===== src/rtl/pwr_seq_pkg.sv =====
// Shared encodings for the power-enable sequencer: enable-pattern modes,
// FSM states and the MISR feedback/seed constants.
package pwr_seq_pkg;

    // Enable-pattern modes, as presented on the mode input
    localparam logic [1:0] MODE_RAMP   = 2'd0;
    localparam logic [1:0] MODE_WALK   = 2'd1;
    localparam logic [1:0] MODE_ALLON  = 2'd2;
    localparam logic [1:0] MODE_ALLOFF = 2'd3;

    // Sequencer FSM states
    localparam logic [1:0] S_IDLE   = 2'd0;
    localparam logic [1:0] S_SETTLE = 2'd1;
    localparam logic [1:0] S_DWELL  = 2'd2;

    // Feedback tap mask for x^32+x^22+x^2+x+1 in a left-shifting register:
    // the new LSB is the XOR of bits 31, 21, 1 and 0.
    localparam logic [31:0] MISR_POLY = 32'h8020_0003;
    localparam logic [31:0] MISR_SEED = 32'hFFFF_FFFF;

endpackage


===== src/rtl/pwr_en_sequencer_misr32.sv =====
// 32-bit multiple-input signature register. clr reloads the seed and wins
// over en; with en low the signature holds.
module misr32
    import pwr_seq_pkg::*;
(
    input  logic        clk100m,
    input  logic        rst,
    input  logic        clr,
    input  logic        en,
    input  logic [31:0] din,
    output logic [31:0] sig
);

    // Signature register: seed on reset/clear, shift-and-fold when enabled
    always_ff @(posedge clk100m) begin
        if (rst || clr) begin
            sig <= MISR_SEED;
        end else if (en) begin
            sig <= {sig[30:0], ^(sig & MISR_POLY)} ^ din;
        end
    end

endmodule


===== src/rtl/pwr_en_sequencer.sv =====
// Power-enable sequencer: steps the DUT array through an enable pattern,
// lets each step settle, then folds the returned dummy bits into a MISR.
//
//  state    | meaning
//  ---------+-----------------------------------------------------------
//  S_IDLE   | waiting for start; outputs parked, signature held
//  S_SETTLE | new pattern applied, waiting out the DUT array pipeline
//  S_DWELL  | MISR captures dummy_in every cycle for the dwell time
module pwr_en_sequencer
    import pwr_seq_pkg::*;
#(
    parameter int NUM_MODULES   = 32,
    parameter int DWELL_W       = 32,
    parameter int SETTLE_CYCLES = 4
) (
    input  logic                   clk100m,
    input  logic                   rst,
    input  logic                   start,
    input  logic [1:0]             mode,
    input  logic [DWELL_W-1:0]     dwell_cycles,
    output logic [NUM_MODULES-1:0] pwr_en_out,
    input  logic [NUM_MODULES-1:0] dummy_in,
    output logic                   busy,
    output logic                   done,
    output logic [5:0]             step_idx,
    output logic [31:0]            signature
);

    localparam int SET_W = (SETTLE_CYCLES > 1) ? $clog2(SETTLE_CYCLES) : 1;
    localparam logic [SET_W-1:0] SETTLE_LAST = SET_W'(SETTLE_CYCLES - 1);

    logic [1:0]         state;
    logic [1:0]         mode_q;
    logic [DWELL_W-1:0] dwell_q;
    logic [DWELL_W-1:0] dwell_cnt;
    logic [SET_W-1:0]   settle_cnt;
    logic               accept;
    logic               last_step;
    logic [31:0]        din_ext;

    // Enable vector for step k of the given mode
    function automatic logic [NUM_MODULES-1:0] pattern(input logic [1:0] m,
                                                       input logic [5:0] k);
        logic [NUM_MODULES-1:0] p;
        p = '0;
        for (int i = 0; i < NUM_MODULES; i++) begin
            case (m)
                MODE_RAMP:   p[i] = (6'(i) < k);
                MODE_WALK:   p[i] = (6'(i) == k);
                MODE_ALLON:  p[i] = 1'b1;
                MODE_ALLOFF: p[i] = 1'b0;
                default:     p[i] = 1'b0;
            endcase
        end
        return p;
    endfunction

    // Index of the final step of a mode (ramp has one extra all-on step)
    function automatic logic [5:0] last_idx(input logic [1:0] m);
        case (m)
            MODE_RAMP: return 6'(NUM_MODULES);
            MODE_WALK: return 6'(NUM_MODULES - 1);
            default:   return 6'd0;
        endcase
    endfunction

    // A start arriving alongside the done pulse is deliberately dropped
    assign accept    = (state == S_IDLE) && start && !done;
    assign last_step = (step_idx == last_idx(mode_q));

    // Zero-extend the returned dummy bits to the MISR width
    always_comb begin
        din_ext                  = '0;
        din_ext[NUM_MODULES-1:0] = dummy_in;
    end

    // Sequencer FSM, step/settle/dwell counters and enable-pattern register
    always_ff @(posedge clk100m) begin
        if (rst) begin
            state      <= S_IDLE;
            mode_q     <= MODE_RAMP;
            dwell_q    <= '0;
            dwell_cnt  <= '0;
            settle_cnt <= '0;
            step_idx   <= '0;
            pwr_en_out <= '0;
            busy       <= 1'b0;
            done       <= 1'b0;
        end else begin
            done <= 1'b0;
            case (state)
                S_IDLE: begin
                    if (accept) begin
                        mode_q     <= mode;
                        dwell_q    <= (dwell_cycles == '0) ? DWELL_W'(1) : dwell_cycles;
                        step_idx   <= '0;
                        pwr_en_out <= pattern(mode, 6'd0);
                        busy       <= 1'b1;
                        settle_cnt <= '0;
                        dwell_cnt  <= '0;
                        state      <= S_SETTLE;
                    end
                end
                S_SETTLE: begin
                    if (settle_cnt == SETTLE_LAST) begin
                        settle_cnt <= '0;
                        dwell_cnt  <= '0;
                        state      <= S_DWELL;
                    end else begin
                        settle_cnt <= settle_cnt + SET_W'(1);
                    end
                end
                S_DWELL: begin
                    if (dwell_cnt == dwell_q - DWELL_W'(1)) begin
                        dwell_cnt <= '0;
                        if (!last_step) begin
                            step_idx   <= step_idx + 6'd1;
                            pwr_en_out <= pattern(mode_q, step_idx + 6'd1);
                            state      <= S_SETTLE;
                        end else begin
                            pwr_en_out <= '0;
                            busy       <= 1'b0;
                            done       <= 1'b1;
                            state      <= S_IDLE;
                        end
                    end else begin
                        dwell_cnt <= dwell_cnt + DWELL_W'(1);
                    end
                end
                default: state <= S_IDLE;
            endcase
        end
    end

    misr32 u_misr (
        .clk100m (clk100m),
        .rst     (rst),
        .clr     (accept),
        .en      (state == S_DWELL),
        .din     (din_ext),
        .sig     (signature)
    );

endmodule

===== config.mk =====
export PLATFORM = sky130hd
export DESIGN_NAME = pwr_en_sequencer
export DESIGN_NICKNAME = d
export VERILOG_FILES = /design/src/rtl/pwr_seq_pkg.sv /design/src/rtl/pwr_en_sequencer_misr32.sv /design/src/rtl/pwr_en_sequencer.sv
export SDC_FILE = /design/constraint.sdc
export NUM_CORES = 1
export LEC_CHECK = 0
export CORE_UTILIZATION = 45
export DETAILED_ROUTE_END_ITERATION = 7
export GPL_TIMING_DRIVEN = 0
export PLACE_DENSITY = 0.7
export REMOVE_ABC_BUFFERS = 1
export SLEW_MARGIN = 20
export SYNTH_ARGS = -nofsm -noshare
export SYNTH_HDL_FRONTEND = slang
export SYNTH_SLANG_ARGS = --single-unit

===== constraint.sdc =====
create_clock -name clk100m -period 6.7 [get_ports clk100m]
set_input_delay 1.675 -clock clk100m [delete_from_list [all_inputs] [get_ports clk100m]]
set_output_delay 1.675 -clock clk100m [all_outputs]
set_load 0.05 [all_outputs]

==> impl_metrics.tcl <==
set metrics [dict create \
    antennaDiodeCount 0 \
    p_switching_mw 0.724 \
    syn_avg_cell_area_um2 8.44 \
    start_util_pct 46.0 \
    wl_met3_um 1580 \
    antenna_found_initial 0 \
    placed_area_mm2 0.00951 \
    fin_area_mm2 0.0101 \
    seqPwrFrac_pct 40.3 \
    cts.sinks 142 \
    crit_path_start_kind "flip-flop" \
    grtUsageTotal_pct 23.4 \
    synth-seq-cells 142 \
    place_congestion 0.885 \
    coreArea_mm2 0.0173 \
    arrival_ps 5060 \
    ff2ff_path_depth 11 \
    timing.rr.end "dwell_cnt[26]" \
    highest_layer "met4" \
    tightest_slew_ps 983 \
    ys_seq_area_share_pct 35.7 \
    die_h_um 135 \
    min_path_type "reg2reg" \
    ctsResizeCount 0 \
    setup_viol 0 \
    drive_gt1_share_pct 7.99 \
    ctsHtreeMaxLevel 4 \
    crit_type "reg2reg" \
    synth_cell_type_count 67 \
    synth_top_area_share_pct 35.7 \
    area_growth_pct 26.6 \
    p_int_mw 1.56 \
    cts_root_buffer "clkbuf_16" \
    finalPower_mw 2.29 \
    wl_um 20900 \
    cts_buffer_depth 2 \
    cap_violations 0 \
    swShare_pct 31.6 \
    async_flop_share_pct 0 \
    grt_pass1_vias 6656 \
    fillers 1581 \
    synthTopCellsByArea "dfxtp_1, xnor2_1, a221oi_2, nand2_1, nor2_1" \
    syn_inst 943 \
    critPathLaunch "dwell_q[0]" \
    overflow 0 \
    clock_latency_ps 430 \
    ir_drop_v 0.000191 \
    yosysMostFrequentCell "dfxtp_1" \
    die_w_um 135 \
    fin_nets 1128 \
    hpwl_um 15300 \
    synth_edf_count 0 \
    dr.pass1.iters 6 \
    wl_per_cell_um 16.2 \
    std_cell_rows 48 \
    r2r_slack_ps 1920 \
    p_clk_share_pct 40.1 \
    grt_max_degree 69 \
    min_period_ps 4780 \
    grt_pass1_wl_um 33900 \
    leakage_nw 3.70 \
    met1_length_um 9810 \
    required_ps 6990 \
    crit_path_end "dwell_cnt[26]" \
    endpoint_kind "flip-flop" \
    status "finished clean" \
    fmax_ghz 0.209 \
    power.density_mw_per_mm2 227 \
    drt-initial-drc-count 496 \
    slew_violations 0 \
    io_buffer_count 140 \
    syn_area_mm2 0.00796 \
    dieArea_mm2 0.0182 \
    hold_viol 0 \
    drcViolationCount 0 \
    yosysTopAreaCell "dfxtp_1" \
    met2_wirelength_um 9120 \
    min_period_over_period_pct 71.3 \
    ioPinCount 141 \
    r2r_start "dwell_q[0]" \
    postCtsHoldBufs 0 \
    synth_flop_cell "dfxtp_1" \
    postRouteAntennaNets 0 \
    post_cts_buffers 0 \
    fin_skew_ps 9.33 \
    synthTopCellsByCount "dfxtp_1, nand2_1, nor2_1, xnor2_1, inv_1" \
    num_vias 7322 \
    cts_buffers 17 \
    cts_tree "yes" \
    vias_per_cell 5.68 \
    p_comb_share_pct 19.6 \
    clk_pin_slew_ps 60 \
    yosys_warnings 0 \
    min_from "pwr_en_out[25]" \
    path_max_fanout 31 \
    rsz0062_at_grt "false" \
    slew_headroom_pct 33.5 \
]
[worst min-delay path by stage]
stage / slack [ps] / end / cells past startpoint
after floorplan: 450 / settle_cnt[1] / 2
after global placement: 450 / pwr_en_out[1] / 2
after detailed placement: 450 / pwr_en_out[27] / 2
after CTS: 460 / pwr_en_out[27] / 2
after global routing: 470 / pwr_en_out[2] / 2
final: 460 / pwr_en_out[25] / 2
[routing by layer]
layer,vias to the layer above,global-route usage (%)
met5,-,0
met4,0,7.74
met3,33,5.63
met2,288,35.8
met1,3393,32.3
li1,3608,-
[logic make-up after synthesis]
logic type,Yosys count,share of synthesized area (%)
mux,4,0.535
buf+inv,108,5.82
xor+xnor,109,12.0
flops,142,35.7
simple gates,378,24.1
fa+ha+maj,8,1.26
compound gates,194,20.6
[worst max-delay path, stage by stage (launching register included)]
cell and delay [ps]:
dfxtp_1 360, inv_1 110, ha_1 260, nor4b_1 820
nand3_1 430, o31a_1 390, or3_1 350, or3_1 310
nor4_1 470, a31oi_1 320, o21bai_4 700, nor2_1 120
[state kept, by name, summed over array words and instances, names as in the netlist]
register and flops:
step_idx 6, dwell_q 32, dwell_cnt 32, done 1
state 2, u_misr.sig 32, busy 1, pwr_en_out 32
mode_q 2, settle_cnt 2
[stage by stage]
| stage | setup TNS (ps) | utilization [%] | cells | hold slack [ps] | worst slack (ps) |
|---|---|---|---|---|---|
| floorplan | 0 | - | 887 | 445 | 1450 |
| finish | 0 | 58.3 | 1289 | 460 | 1920 |
| detailed placement | 0 | 55.0 | 1257 | 452 | 2000 |
| global route | 0 | 58.3 | 1289 | 470 | 1540 |
| CTS | 0 | 58.3 | 1289 | 462 | 1980 |
| global placement | -74900 | 54.2 | 1252 | 448 | -1210 |
[placed cells by master, fill, tap and decap left out, types with 26 or more instances in the layout]
master,count
a22o_1,31
clkdlybuf4s50_1,139
xnor2_1,72
a221oi_2,30
inv_1,52
o211ai_1,34
nor2_1,86
nor3_1,26
nand2_1,96
dfxtp_1,141
xor2_1,37
nand3_1,42
[power by group through the flow]
stage / combinational, mW / clock [mW] / sequential (mW)
after global placement: 0.430 / 0 / 0.940
after floorplan: 0.228 / 0 / 0.993
after CTS: 0.447 / 0.932 / 0.922
after global routing: 0.484 / 0.969 / 0.928
final: 0.448 / 0.917 / 0.922
after detailed placement: 0.445 / 0 / 0.941
[layout make-up]
cell class,count,area [um2],area share [%]
Timing Repair Buffer,145,1500,14.9
Clock buffer,17,425,4.22
Sequential cell,142,2840,28.2
Tap cell,225,282,2.79
Inverter,52,195,1.94
Multi-Input combinational cell,693,4700,46.6
Clock inverter,15,138,1.37
(Power assumes the default switching activity.)
==> patch (same settings) <==
Register the output `signature`, with the module's reset; this adds one clock of latency there. The other outputs are not delayed to match.
--- a/src/rtl/pwr_en_sequencer.sv
+++ b/src/rtl/pwr_en_sequencer.sv
@@ -28,6 +28,8 @@
 
     localparam int SET_W = (SETTLE_CYCLES > 1) ? $clog2(SETTLE_CYCLES) : 1;
     localparam logic [SET_W-1:0] SETTLE_LAST = SET_W'(SETTLE_CYCLES - 1);
+
+    logic [31:0] signature_d;
 
     logic [1:0]         state;
     logic [1:0]         mode_q;
@@ -138,7 +140,15 @@
         .clr     (accept),
         .en      (state == S_DWELL),
         .din     (din_ext),
-        .sig     (signature)
+        .sig     (signature_d)
     );
 
+    always_ff @(posedge clk100m) begin
+        if (rst) begin
+            signature <= '0;
+        end else begin
+            signature <= signature_d;
+        end
+    end
+
 endmodule
Formal check against the unedited RTL: not equivalent (Yosys sat finds a counterexample within 4 cycles, from zero or initial values and one cycle with rst high).
==> patch against the unedited design <==
Routed wire length increased by 1.3%; clock skew about the same; maximum frequency grew 5.1%; critical path depth fell by 1; design area up 6.3%; area after synthesis increased by 8.1%; sequential share of layout area rose by 4.3 points; worst setup slack gained 0.23 ns; power rose by 12%; sequential cell count up 32; final cell count increased by 4.1%; global-route usage down 1.4 points.
==> patch: results (changes against the unedited design) <==
synth:
  synth_cell_types: 63  # -6.0%
  netlist_top_cells_count: "dfxtp_1 (174), nand2_1 (101), xnor2_1 (72)"
  yosysSeqAreaShare_pct: 40.5  # +4.8 points
  synth_area_leaders: "dfxtp_1 (41%), xnor2_1 (7.3%), xor2_1 (4.6%), nand2_1 (4.4%), nor3_1 (3.5%)"
  yosys_warnings: 0  # unchanged
  avgSynthCellArea_um2: 8.63  # +2.2%
job:
  max-cap-violations: 0  # unchanged
final_layout:
  drive_above_1_share_pct: 5.32  # -2.7 points
  multi_input_area_share_pct: 44.0  # -2.6 points
  syn_to_final_growth_pct: 24.5
  seq-cell-share_pct: 32.5  # +4.3 points
  n_all_inverters: 41  # -21%
  multi_input_cells: 716  # +3.3%
  fin_nets: 1172  # +3.9%
  area_share_nonclk_buffers_pct: 13.9  # -1.0 points
  filler_cell_count: 1702  # +7.7%
  n_clock_buffer: 20  # +3
  design.seq.count: 174  # +23%
  clock_cell_area_share_pct: 5.44  # -0.14 points
min_path:
  whs_path_depth: 2  # unchanged
  hold_end: "pwr_en_out[23]$_SDFFE_PP0P_"
  hold_start: "pwr_en_out[23]$_SDFFE_PP0P_"
clocking:
  clkSlewWorstSetupHoldPaths_ns: 0.07
  numCtsBuffers: 17  # unchanged
  post-cts-setup-buffers: 0  # unchanged
  cts_buffer_depth: 2  # unchanged
global_routing:
  grt_pass1_wl_mm: 34.9  # +2.9%
  grt_use_total_pct: 22.0  # -1.4 points
  grt_pass1_vias: 6928  # +4.1%
  grt_max_degree: 66  # -4.3%
run_status:
  run_status: "completed"
worst_setup_path:
  max_stage_delay_ns: 0.86  # +0.04 ns
  cp.arrival_ns: 4.82  # -0.24 ns
  rr_worst_depth: 10  # -1
  rr_endpoint: "dwell_cnt[13]$_SDFFE_PP0P_"
  critPathSlowestCell: "or4_1"
  regToRegSetupSlack_ns: 2.16  # +0.23 ns
  crit_family: "simple AND/OR/NAND/NOR gates"
  crit_fanout: 30  # -3.2%
placement:
  pre_cts_ws_ns: 2.03  # +0.0313 ns
  dp.cells: 1310  # +4.2%
  hpwl_mm: 15.2  # -0.61%
  place_congestion: 0.935  # +5.7%
  postPlaceCellArea_um2: 10100  # +6.4%
drt:
  via_per_inst: 5.61  # -1.3%
  detail_route.iter0.violations: 436  # -12%
  dr_total_vias: 7525  # +2.8%
  first_pass_iters: 5  # -1
  m1WireLength_mm: 10.2  # +3.7%
  met3WireLength_um: 864  # -45%
  wl_met2_mm: 9.70  # +6.4%
  wire_per_inst_um: 15.8  # -2.7%
sta:
  slew_headroom_pct: 28.7  # -4.9 points
  timing.hold.ws_ns: 0.444  # -0.0155 ns
  fin_crit_ns: 4.54  # -0.233 ns
  finClkSkew_ns: 0.00957  # +0.000235 ns
die:
  core-area_um2: 18700  # +8.1%
power:
  p_leak_uw: 0.00398  # +7.3%
  ir_worst_vdd_mv: 0.174  # -8.6%
==> patch: cell types whose count changed in the layout (fill, tap and decap cells not counted), moves of 9 or more <==
cell / before / now
nand3_1: 42 / 29
nand2b_1: 15 / 6
nor2b_1: 6 / 37
a221oi_2: 30 / 0
inv_1: 52 / 41
a221oi_1: 2 / 27
dfxtp_1: 141 / 173
nor3_1: 26 / 58
nor2_1: 86 / 40
==> patch: cell families (layout without fill, tap and decap cells) <==
logic type	count (synthesis)	in the layout	synth area share, %
AOI/OAI and AO/OA	206	206	17.5
muxes	2	2	0.233
and+or+nand+nor	383	383	23.5
buffers and inverters	107	218	5.19
adders and majority gates	8	8	1.16
xor gates and xnor gates	117	117	11.9
DFF	174	174	40.5
==> patch: worst max path at each step <==
stage / start / endpoint / cells past startpoint
2_1_floorplan: start / u_misr.sig[10]$_SDFFE_PP1P_ / 4
3_3_place_gp: rst / dwell_q[17]$_SDFFE_PP0P_ / 3
3_5_place_dp: dwell_q[4]$_SDFFE_PP0P_ / dwell_cnt[13]$_SDFFE_PP0P_ / 8
4_1_cts: dwell_q[4]$_SDFFE_PP0P_ / dwell_cnt[13]$_SDFFE_PP0P_ / 8
5_1_grt: dwell_q[0]$_SDFFE_PP0P_ / dwell_cnt[11]$_SDFFE_PP0P_ / 10
6_report: dwell_q[0]$_SDFFE_PP0P_ / dwell_cnt[13]$_SDFFE_PP0P_ / 10
==> patch: metal layers <==
layer  up-vias  global-route usage (%)
li1       3780                       -
met1      3489                    30.4
met2       218                    34.6
met3        38                    3.45
met4         0                    8.62
met5         -                       0
==> patch: power breakdown <==
part,leakage (uW),internal [uW],switching [uW],total (uW)
sequential,0.00143,1080,42.3,1120
combinational,0.00227,184,268,453
clock,0.000277,561,422,983
total,0.00398,1820,733,2560
